## src/rtl/minirisc_pkg.sv

```systemverilog
// Shared KGP-miniRISC definitions: instruction field positions, fetch-state encoding
// and default fetch parameters.
package minirisc_pkg;

    localparam int FETCH_ADDR_W  = 32;
    localparam int FETCH_INSTR_W = 32;
    localparam logic [31:0] FETCH_RESET_PC = 32'h0000_0000;

    localparam int OPC_MSB  = 31;
    localparam int OPC_LSB  = 26;
    localparam int FUNC_MSB = 5;
    localparam int FUNC_LSB = 0;

    typedef enum logic [1:0] {
        IDLE  = 2'd0,
        REQ   = 2'd1,
        WAIT  = 2'd2,
        ISSUE = 2'd3
    } fetch_state_e;

endpackage

```

## src/rtl/instr_fetch_unit_if.sv

```systemverilog
// Instruction-memory request/response bus between the fetch unit (master)
// and instruction memory (slave).
interface instr_fetch_unit_if #(
    parameter int ADDR_W  = 32,
    parameter int INSTR_W = 32
);
    logic               req;
    logic [ADDR_W-1:0]  addr;
    logic               ready;
    logic               rvalid;
    logic [INSTR_W-1:0] rdata;

    modport master (output req, output addr, input ready, input rvalid, input rdata);
    modport slave  (input req, input addr, output ready, output rvalid, output rdata);
endinterface

```

## src/rtl/fetch_pc_reg.sv

```systemverilog
// Program counter with word-aligned load and +4 increment; load has priority.
module fetch_pc_reg #(
    parameter int ADDR_W = 32,
    parameter logic [ADDR_W-1:0] RESET_PC = '0
) (
    input  logic              clk,
    input  logic              rst,
    input  logic              load,
    input  logic              inc,
    input  logic [ADDR_W-1:0] load_pc,
    output logic [ADDR_W-1:0] pc
);

    logic [ADDR_W-1:0] pc_q;
    logic [ADDR_W-1:0] pc_d;

    // Redirect targets are forced to a word boundary; increment wraps modulo 2^ADDR_W.
    always_comb begin
        pc_d = pc_q;
        if (load) begin
            pc_d = load_pc & ~ADDR_W'(3);
        end else if (inc) begin
            pc_d = pc_q + ADDR_W'(4);
        end
    end

    always_ff @(posedge clk or negedge rst) begin
        if (!rst) begin
            pc_q <= RESET_PC;
        end else begin
            pc_q <= pc_d;
        end
    end

    assign pc = pc_q;

endmodule

```

## src/rtl/instr_fetch_unit.sv

```systemverilog
// Fetch unit: one-outstanding-request instruction fetch with downstream stall and
// branch/jump redirect, presenting opcode/func, PC and PC+4 to decode.
module instr_fetch_unit
    import minirisc_pkg::*;
#(
    parameter int ADDR_W  = FETCH_ADDR_W,
    parameter int INSTR_W = FETCH_INSTR_W,
    parameter logic [ADDR_W-1:0] RESET_PC = ADDR_W'(FETCH_RESET_PC)
) (
    input  logic                 clk,
    input  logic                 rst,
    instr_fetch_unit_if.master   imem,
    input  logic                 stall,
    input  logic                 redirect_valid,
    input  logic [ADDR_W-1:0]    redirect_pc,
    output logic                 instr_valid,
    output logic [INSTR_W-1:0]   instr,
    output logic [5:0]           opcode,
    output logic [5:0]           func,
    output logic [ADDR_W-1:0]    pc_out,
    output logic [ADDR_W-1:0]    link_pc
);

    fetch_state_e        state_q, state_d;
    logic                drop_q, drop_d;
    logic                instr_valid_q, instr_valid_d;
    logic [INSTR_W-1:0]  instr_q, instr_d;
    logic [ADDR_W-1:0]   pc_out_q, pc_out_d;
    logic [ADDR_W-1:0]   link_pc_q, link_pc_d;
    logic [ADDR_W-1:0]   pc;
    logic                accept;
    logic                capture;

    assign accept  = (state_q == REQ) && imem.ready;
    assign capture = (state_q == WAIT) && imem.rvalid && !drop_q && !redirect_valid;

    fetch_pc_reg #(
        .ADDR_W   (ADDR_W),
        .RESET_PC (RESET_PC)
    ) u_pc (
        .clk     (clk),
        .rst     (rst),
        .load    (redirect_valid),
        .inc     (capture),
        .load_pc (redirect_pc),
        .pc      (pc)
    );

    always_ff @(posedge clk or negedge rst) begin
        if (!rst) begin
            state_q       <= IDLE;
            drop_q        <= 1'b0;
            instr_valid_q <= 1'b0;
            instr_q       <= '0;
            pc_out_q      <= RESET_PC;
            link_pc_q     <= RESET_PC + ADDR_W'(4);
        end else begin
            state_q       <= state_d;
            drop_q        <= drop_d;
            instr_valid_q <= instr_valid_d;
            instr_q       <= instr_d;
            pc_out_q      <= pc_out_d;
            link_pc_q     <= link_pc_d;
        end
    end

    // drop marks an in-flight fetch whose data must be discarded after a redirect.
    always_comb begin
        state_d = state_q;
        drop_d  = drop_q;
        unique case (state_q)
            IDLE: state_d = REQ;
            REQ: begin
                if (accept) begin
                    state_d = WAIT;
                    drop_d  = redirect_valid;
                end
            end
            WAIT: begin
                if (imem.rvalid) begin
                    drop_d  = 1'b0;
                    state_d = (drop_q || redirect_valid) ? REQ : ISSUE;
                end else if (redirect_valid) begin
                    drop_d = 1'b1;
                end
            end
            ISSUE: begin
                if (!stall || redirect_valid) begin
                    state_d = REQ;
                end
            end
            default: state_d = IDLE;
        endcase
    end

    always_comb begin
        instr_valid_d = (state_d == ISSUE);
        instr_d       = instr_q;
        pc_out_d      = pc_out_q;
        link_pc_d     = link_pc_q;
        if (capture) begin
            instr_d   = imem.rdata;
            pc_out_d  = pc;
            link_pc_d = pc + ADDR_W'(4);
        end
        imem.req  = (state_q == REQ);
        imem.addr = pc;
    end

    assign instr_valid = instr_valid_q;
    assign instr       = instr_q;
    assign opcode      = instr_q[OPC_MSB:OPC_LSB];
    assign func        = instr_q[FUNC_MSB:FUNC_LSB];
    assign pc_out      = pc_out_q;
    assign link_pc     = link_pc_q;

endmodule

```

## src/flat_wrapper.sv

```systemverilog
// flat-port wrapper written by rule: the top's interface ports become plain ports
module instr_fetch_unit_flat import minirisc_pkg::*;
#(
    parameter int ADDR_W  = FETCH_ADDR_W,
    parameter int INSTR_W = FETCH_INSTR_W,
    parameter logic [ADDR_W-1:0] RESET_PC = ADDR_W'(FETCH_RESET_PC)
)
  (clk, rst, stall, redirect_valid, redirect_pc, instr_valid, instr, opcode, func, pc_out, link_pc, imem_req, imem_addr, imem_ready, imem_rvalid, imem_rdata);
  instr_fetch_unit_if #(.ADDR_W(ADDR_W), .INSTR_W(INSTR_W)) imem_i ();
  input  logic clk;
  input  logic rst;
  input  logic stall;
  input  logic redirect_valid;
  input  logic [ADDR_W-1:0] redirect_pc;
  output logic instr_valid;
  output logic [INSTR_W-1:0] instr;
  output logic [5:0] opcode;
  output logic [5:0] func;
  output logic [ADDR_W-1:0] pc_out;
  output logic [ADDR_W-1:0] link_pc;
  output wire logic [$bits(imem_i.req)-1:0] imem_req;
  output wire logic [$bits(imem_i.addr)-1:0] imem_addr;
  input wire logic [$bits(imem_i.ready)-1:0] imem_ready;
  input wire logic [$bits(imem_i.rvalid)-1:0] imem_rvalid;
  input wire logic [$bits(imem_i.rdata)-1:0] imem_rdata;
  assign imem_req = imem_i.req;
  assign imem_addr = imem_i.addr;
  assign imem_i.ready = imem_ready;
  assign imem_i.rvalid = imem_rvalid;
  assign imem_i.rdata = imem_rdata;
  instr_fetch_unit #(.ADDR_W(ADDR_W), .INSTR_W(INSTR_W), .RESET_PC(RESET_PC)) u_core (.clk(clk), .rst(rst), .imem(imem_i), .stall(stall), .redirect_valid(redirect_valid), .redirect_pc(redirect_pc), .instr_valid(instr_valid), .instr(instr), .opcode(opcode), .func(func), .pc_out(pc_out), .link_pc(link_pc));
endmodule
```

## config.mk

```make
export PLATFORM = sky130hd
export DESIGN_NAME = instr_fetch_unit_flat
export DESIGN_NICKNAME = d
export VERILOG_FILES = /design/src/rtl/minirisc_pkg.sv /design/src/rtl/instr_fetch_unit_if.sv /design/src/rtl/fetch_pc_reg.sv /design/src/rtl/instr_fetch_unit.sv /design/src/flat_wrapper.sv
export SDC_FILE = /design/constraint.sdc
export NUM_CORES = 1
export LEC_CHECK = 0
export BUFFER_PORTS_ARGS = -buffer_cell sky130_fd_sc_hd__buf_2
export CAP_MARGIN = 20
export CORE_MARGIN = 2
export CORE_UTILIZATION = 50
export DETAILED_ROUTE_END_ITERATION = 7
export PLACE_DENSITY = 0.83
export SLEW_MARGIN = 20
export SYNTH_ARGS = -nofsm -noshare
export SYNTH_HDL_FRONTEND = slang
export SYNTH_HIERARCHICAL = 1
export SYNTH_SLANG_ARGS = --single-unit
export TNS_END_PERCENT = 100
```

## constraint.sdc

```tcl
create_clock -name clk -period 2.85 [get_ports clk]
set_clock_uncertainty 0.1 [all_clocks]
set_input_delay 0.57 -clock clk [delete_from_list [all_inputs] [get_ports clk]]
set_output_delay 0.57 -clock clk [all_outputs]
set_load 0.02 [all_outputs]
```

## Word-level counts from Yosys, hierarchy flattened

Cells that the tools add are included.
W data, S select, Z words.

- Bits in registers: 132
- Bits of input ports: 70
- Output and inout bits: 142
- Logic and storage cells: 38

- Add/sub/neg operators: 1
- Equal/unequal tests: 6
- Muxes and demuxes: 11
- Reduce and logical (&&, ||, !) cells: 13

Operators with widths:

| cell | count |
|---|---|
| $mux W32 | 2 |
| $add A32 B3 Y32 const B | 1 |
| $mux W2 | 4 |
| $pmux W2 S4 | 1 |
| $eq A2 B2 Y1 const B | 3 |
| $logic_and A1 B1 Y1 | 4 |
| $reduce_bool A2 Y1 | 2 |
| $logic_not A1 Y1 | 3 |
| $mux W1 | 3 |
| $ne A3 B3 Y1 const B | 1 |
| $reduce_and A3 Y1 | 1 |
| $eq A2 B1 Y1 const B | 1 |
| $logic_not A2 Y1 | 1 |
| $logic_or A1 B1 Y1 | 2 |
| $ne A2 B1 Y1 const B | 1 |
| $pmux W1 S2 | 1 |

## Longest topological paths before layout

Gate-level depths: netlist of the first run.

- Word-level depth: 6
- Gate-level depth with buffers: 10
- Gate-level depth less buffers: 7

## Modules after synthesis

Netlist of the first run, hierarchy kept.

Modules (own cells, without submodules):

| module | times used | cells each | area each (um^2) |
|---|---|---|---|
| instr_fetch_unit | 1 | 481 | 4,307.9 |
| fetch_pc_reg | 1 | 198 | 1,751.7 |

## Least setup slack after synthesis of the first run

Ideal clock, no wire load.

- Path kind: input port to flip-flop
- Start point: input redirect_valid
- End point: register u_core.u_pc.pc_q[20], in the netlist u_core/u_pc/pc[20]
- Data arrival time: 2.634 ns
- Required time: 2.668 ns
- Setup slack: 0.034 ns
- Stages: 9
- Buffers on the path: 2
- Cell sequence: and2b_1 > nand3_1 > inv_1 > clkbuf_1 > and3_1 > nand4_4 > buf_6 > or4_1 > a31oi_1

- Longest elaborated chain between the ends: 3
- Elaborated cells on any way between the ends: 4
- Classes of those cells: mux (1); reduce/logical (3)

RTL lines:

| element | line | source |
|---|---|---|
| start, declared | flat_wrapper.sv:13 | `input logic redirect_valid;` |
| $logic_not A1 Y1 | instr_fetch_unit.sv:35 | `assign capture = (state_q == WAIT) && imem.rvalid && !drop_q && !redirect_valid;` |
| $logic_and A1 B1 Y1 | instr_fetch_unit.sv:35 |  |
| via u_core.capture | instr_fetch_unit.sv:32 | `logic capture;` |
| $reduce_bool A2 Y1 (no source line) | -- |  |
| end signal, assigned | fetch_pc_reg.sv:31 | `pc_q <= pc_d;` |
| end, declared | fetch_pc_reg.sv:14 | `logic [ADDR_W-1:0] pc_q;` |

The timed path passes the listed nets, and every way through them passes these cells.
A chain may end at the register's enable or synchronous reset.

## Worst setup path in the final report of the first run

- Start point: register u_core.state_q[1]
- End point: register u_core.link_pc_q[19], in the netlist u_core/link_pc[19]

- Longest elaborated chain between the ends: 4

RTL lines:

| element | line | source |
|---|---|---|
| start, declared | instr_fetch_unit.sv:24 | `fetch_state_e state_q, state_d;` |
| start signal, assigned | instr_fetch_unit.sv:58 | `state_q <= state_d;` |
| $eq A2 B2 Y1 | instr_fetch_unit.sv:35 |  |
| $logic_and A1 B1 Y1 (3 in a row) | instr_fetch_unit.sv:35 |  |
| end signal, assigned | instr_fetch_unit.sv:56 | `link_pc_q <= RESET_PC + ADDR_W'(4);` |
| end signal, assigned | instr_fetch_unit.sv:63 | `link_pc_q <= link_pc_d;` |
| end, declared | instr_fetch_unit.sv:29 | `logic [ADDR_W-1:0] link_pc_q, link_pc_d;` |

Every way passes these cells.

==> metrics.cfg, run 1 <==
[drt]
drt_iter0_markers=370
detail-route-antenna-nets=0
firstDrtPassIters=4
num_vias=5424
avgViaCountPerCell=5.266
wl_per_cell_um=14.95
drc=0
wirelength_um=15400

[clock_network]
clk_path_buf_depth=2
htreeDepth=4
cts.sinks=128
post_cts_buffers=0
cts_hold_buf=0
numCtsBuffers=17
cts_tree=done
cts_root_buf=clkbuf_16
cts.repair.resized=0
clk-insertion-delay-late_ns=0.42
path_clk_slew_ns=0.06

[cells_and_area]
syn2layout_area_growth_pct=27.54
num-fill-cells=989
register_area_mm2=0.003204
layout-drive-gt1-share_pct=29.71
multiInputGateArea_mm2=0.002571
final_nets=941

[floorplan]
rows=40
dieArea_mm2=0.01302
ioPinCount=212
initial_utilization_pct=50.87
fp.coreArea_mm2=0.01191
chipWidth_um=114.1
die_h_um=114.1

[yosys]
ys_types=40
synth_area_per_cell_um2=8.924
synth_most_common_cell=nand2_1
synth_common_cells=255 x nand2_1, 127 x dfrtp_1, 35 x o21ai_0
synthArstFlopShare_pct=100.0
yosys-top-cells-area=dfrtp_1 52%, nand2_1 16%, xor2_1 3.8%
yosysTopAreaCell=dfrtp_1
ys_seq_area_share_pct=52.88
yosysWarnings=6
syn_inst=679
netlist_area_mm2=0.006060
synth_top_area_share_pct=52.45
ys.flop_type=dfrtp_1
ys_ff_latch=128
synth_edf_count=0

[timing]
worst_slew_pin_slew_ns=0.7135
finalSetupTns_ns=0
slew_viol_final=0
whs_ns=0.05336
fmax_mhz=416.6
finalHoldViolations=0
max_slew_margin_pct=52.43
rsz0062_at_grt=false
period_needed_ns=2.401
period_share_pct=84.23
setup_viol=0

[hold_path]
hold_class=input port to asynchronous set/reset pin

[job]
cap_violations=0

[setup_path]
worstSetupEndpointType=flip-flop
r2r-start=u_core/state_q[1]$_DFF_PN0_
r2r_setup_slack_ns=0.45
cp_data_required_time_ns=3.01
reg2reg_to=u_core/link_pc[19]$_DFFE_PN0P_
reg2reg_depth=5
cp_cell_sequence=and2b_1 > nand3_4 > buf_4 > buf_4 > o21ai_0
cpMostUsedCell=buf_4
critPathMaxFanout=70
cpPeakStageDelay_ns=0.66
startpoint_type=flip-flop
cp_slowest_cell=buf_4
critPathKind=flip-flop to flip-flop
worst_ep_arrival_time_ns=2.56

[grt]
grt_pass1_wl_um=24630
track_usage_pct=24.29
grt_overflow_total=0
grt_pass1_vias=5030
grt_max_degree=78
antenna_found_initial=1

[power]
power_per_cell_area_mw_per_mm2=1011
leakage_nw=4.047
vdd_drop_max_mv=0.5617

[outcome]
status=complete, no violations

[place]
routabilityCongestion=0.8024
dpl.hpwl_um=10590
portBuffers=207

-- state kept, by name (all words and copies together), names as in the netlist --
register,cells
u_core/instr_valid,1
u_core/pc_out,32
u_core/state_q,2
u_core/instr,32
u_core/u_pc/pc,30
u_core/drop_q,1
u_core/link_pc,30
-- layout by cell type (no fill, tap or decap), types with 4 or more instances in the layout --
master / n
clkinv_2: 6
clkbuf_16: 17
nand4_1: 17
nor2_1: 26
dfrtp_1: 127
and3_1: 9
xnor2_1: 15
inv_1: 6
o21ai_1: 11
buf_4: 10
buf_2: 206
o31ai_1: 12
or4_1: 12
nor4_1: 4
a31oi_1: 16
and4_1: 4
nand3_1: 25
xor2_1: 26
o21ai_0: 35
bufinv_16: 4
nand2_1: 255
-- worst max path at each step --
stage / from / to / slack (ns)
floorplan: redirect_valid / u_core/u_pc/pc[20]$_DFFE_PN0N_ / 0.03
global placement: redirect_valid / u_core/link_pc[19]$_DFFE_PN0P_ / 0.29
detailed placement: redirect_valid / u_core/link_pc[19]$_DFFE_PN0P_ / 0.27
CTS: u_core/state_q[1]$_DFF_PN0_ / u_core/link_pc[19]$_DFFE_PN0P_ / 0.43
global route: u_core/state_q[1]$_DFF_PN0_ / u_core/link_pc[19]$_DFFE_PN0P_ / 0.28
finish: u_core/state_q[1]$_DFF_PN0_ / u_core/link_pc[19]$_DFFE_PN0P_ / 0.45
-- worst max-delay path, delay by kind of cell, from the launching register on --
family | cells | cell delay (ns)
buffers and inverters | 2 | 1.10
flip-flops | 1 | 0.44
AND/OR/NAND/NOR | 2 | 0.33
AO/OA/AOI/OAI | 1 | 0.22
-- through the flow --
step                      area [um^2]  power (mW)  utilization, %  instances  setup slack [ns]
after floorplan                  6063       4.677               -        680           0.03364
after global placement           7123       5.534           59.80        997            0.2942
after detailed placement         7123       5.635           59.80        997            0.2746
after CTS                        7726       7.882           64.86       1029            0.4323
after global routing             7729       8.275           64.88       1030            0.2827
final                            7729       7.812           64.88       1030            0.4494
-- metal layers --
layer / wire length [um] / GRT usage [%] / up-vias
li1: - / - / 2642
met1: 6500 / 31.14 / 2552
met2: 7493 / 39.56 / 204
met3: 1060 / 5.982 / 26
met4: 343 / 10.24 / 0
met5: 0 / 0 / -
-- final cells by class --
class,instances,share of cell area [%]
inverters,7,0.3400
clock buffers,20,5.650
flip-flops and latches,128,41.46
diodes,1,0.03238
well taps,147,2.380
multi-input cells,497,33.27
clock inverters,12,2.153
repair buffers,218,14.72
-- power breakdown --
part           total (mW)  switching (mW)  internal [mW]
registers            2.93           0.448           2.49
logic                2.66            1.78          0.876
clock network        2.22           0.767           1.45
-- logic make-up after synthesis --
| kind of cell | share of synthesized area (%) |
|---|---|
| flops | 52.88 |
| xor+xnor | 5.926 |
| buf+inv | 4.956 |
| mux | 0.1652 |
| compound gates | 7.826 |
| other cells | 0.06189 |
| fa+ha+maj | 0.4129 |
| simple gates | 27.77 |
(Power assumes the default switching activity.)
==> run 2: changes to the inputs <==
==> constraint.sdc (replaced) <==
create_clock -name clk -period 2.5 [get_ports clk]
set_clock_uncertainty 0.1 [all_clocks]
set_input_delay 0.5 -clock clk [delete_from_list [all_inputs] [get_ports clk]]
set_output_delay 0.5 -clock clk [all_outputs]
set_load 0.02 [all_outputs]
==> run 2 against run 1 <==
Critical path depth rose by 2. Clock power increased by 10%. Final cell count increased by 1.6%. Cell area grew 2.1%. Highest routed layer unchanged.
==> metrics.cfg, run 2 (synthesis gave the netlist of run 1 again) <==
[power]
power.total_mw=8.912
leakage_nw=4.133
power_per_cell_area_mw_per_mm2=1130
vdd_drop_max_mv=0.4264

[clock_network]
cts_tree=done
htreeDepth=4
cts.sinks=128
clk_path_buf_depth=2
cts_root_buf=clkbuf_16
clk-insertion-delay-late_ns=0.41
path_clk_slew_ns=0.05
numCtsBuffers=17

[cells_and_area]
insertedDiodeCount=0
final_cell_mix=255 x nand2_1, 206 x buf_2, 126 x dfrtp_1
register_area_mm2=0.003206
layout-drive-gt1-share_pct=31.26
num-fill-cells=988
syn2layout_area_growth_pct=30.19
multiInputGateArea_mm2=0.002579
stdcell_count=1046
final_common_cell=nand2_1
final_nets=958

[setup_path]
worst_ep_arrival_time_ns=2.59
cp_data_required_time_ns=2.72
critPathKind=flip-flop to flip-flop
critPathMaxFanout=6
r2r_setup_slack_ns=0.13
cp_slowest_cell=or4_1
startpoint_type=flip-flop
worstSetupEndpointType=flip-flop
reg2reg_depth=7
reg2reg_to=u_core/u_pc/pc[31]$_DFFE_PN0N_
cp_top_family=simple AND/OR/NAND/NOR gates
r2r-start=u_core/state_q[0]$_DFF_PN0_
cpPeakStageDelay_ns=0.55
cp_num_buf_inv=1
cp_cell_sequence=nor2_2 > nand3_4 > inv_2 > and4_1 > nand4_1 > or4_1 > a31oi_1

[timing]
period_needed_ns=2.366
period_share_pct=94.65
setup_viol=0
slew_viol_final=0
fmax_mhz=422.6
worst_slew_pin_slew_ns=0.5304
whs_ns=0.1869
finalHoldViolations=0
rsz0062_at_grt=false
max_slew_margin_pct=64.64

[hold_path]
whs_path_depth=3
hold_class=input port to flip-flop
holdPathEnd=u_core/instr[2]$_DFFE_PN0P_
worstHoldStart=imem_rdata[2]

[job]
cap_violations=0

[place]
portBuffers=207
routabilityCongestion=0.8326
dpl.hpwl_um=11030
dp_cells=1013

[grt]
grt_overflow_total=0
grt_pass1_vias=5098
grt_max_degree=125
track_usage_pct=24.21
antenna_found_initial=0
grt_pass1_wl_um=24890

[floorplan]
fp.coreArea_mm2=0.01191
rows=40
dieArea_mm2=0.01302
die_h_um=114.1
chipWidth_um=114.1
initial_utilization_pct=50.87
ioPinCount=212

[drt]
wirelength_um=15620
num_vias=5500
drc=0
wl_per_cell_um=14.93
avgViaCountPerCell=5.258
firstDrtPassIters=6
drt_iter0_markers=347
detail-route-antenna-nets=0

[outcome]
status=complete, no violations

==> run 2: how the worst max path moves through the flow <==
stage / from / end / slack [ns] / cells after the start
CTS: u_core/state_q[0]$_DFF_PN0_ / u_core/u_pc/pc[31]$_DFFE_PN0N_ / 0.10 / 7
global route: u_core/state_q[0]$_DFF_PN0_ / u_core/u_pc/pc[31]$_DFFE_PN0N_ / 0.002 / 7
floorplan: redirect_valid / u_core/u_pc/pc[31]$_DFFE_PN0N_ / 0.02 / 9
detailed placement: redirect_valid / u_core/u_pc/pc[31]$_DFFE_PN0N_ / -0.05 / 8
global placement: redirect_valid / u_core/u_pc/pc[29]$_DFFE_PN0N_ / 0.02 / 8
finish: u_core/state_q[0]$_DFF_PN0_ / u_core/u_pc/pc[31]$_DFFE_PN0N_ / 0.13 / 7
==> run 2: stage by stage <==
step           setup slack [ns]  TNS (ns)  util [%]  area, um^2
2_1_floorplan           0.01561         0         -        6072
3_3_place_gp            0.02184         0     61.17        7286
3_5_place_dp           -0.04695   -0.1345     61.17        7286
4_1_cts                  0.1043         0     66.20        7885
5_1_grt                0.001851         0     66.23        7889
6_report                 0.1339         0     66.23        7889
==> run 2: routing by layer <==
metal | vias to the layer above | track usage [%] | share of wire (%)
li1 | 2668 | - | -
met1 | 2586 | 32.89 | 45
met2 | 223 | 38.17 | 47
met3 | 23 | 4.976 | 5.8
met4 | 0 | 10.00 | 1.6
met5 | - | 0 | 0
==> run 2: timing repair <==
| action | CTS | global route |
|---|---|---|
| setup endpoints to repair | 0 | 4 |
| endpoints found under the hold margin | 33 | 0 |
| gates resized for setup | 0 | 2 |
| hold buffers | 1 | 0 |
| setup buffers | 0 | 0 |
==> run 2: power by group <==
group	switching, mW	total, mW	internal, mW	leakage, nW
clock network	0.869	2.45	1.59	0.287
registers	0.492	3.33	2.84	1.62
logic	2.10	3.13	1.03	2.23
total	3.46	8.91	5.46	4.13
==> run 2: final cells by class <==
cell class	instances	share of cell area [%]
flip-flops and latches	128	40.63
multi-input cells	497	32.69
repair buffers	235	16.54
clock buffers	21	5.710
well taps	147	2.331
clock inverters	11	1.761
inverters	7	0.3331
==> run 2: worst register-to-register path, stage by stage, from the launching register on <==
cell	delay [ns]
dfrtp_1	0.44
nor2_2	0.21
nand3_4	0.11
inv_2	0.14
and4_1	0.27
nand4_1	0.27
or4_1	0.55
a31oi_1	0.19
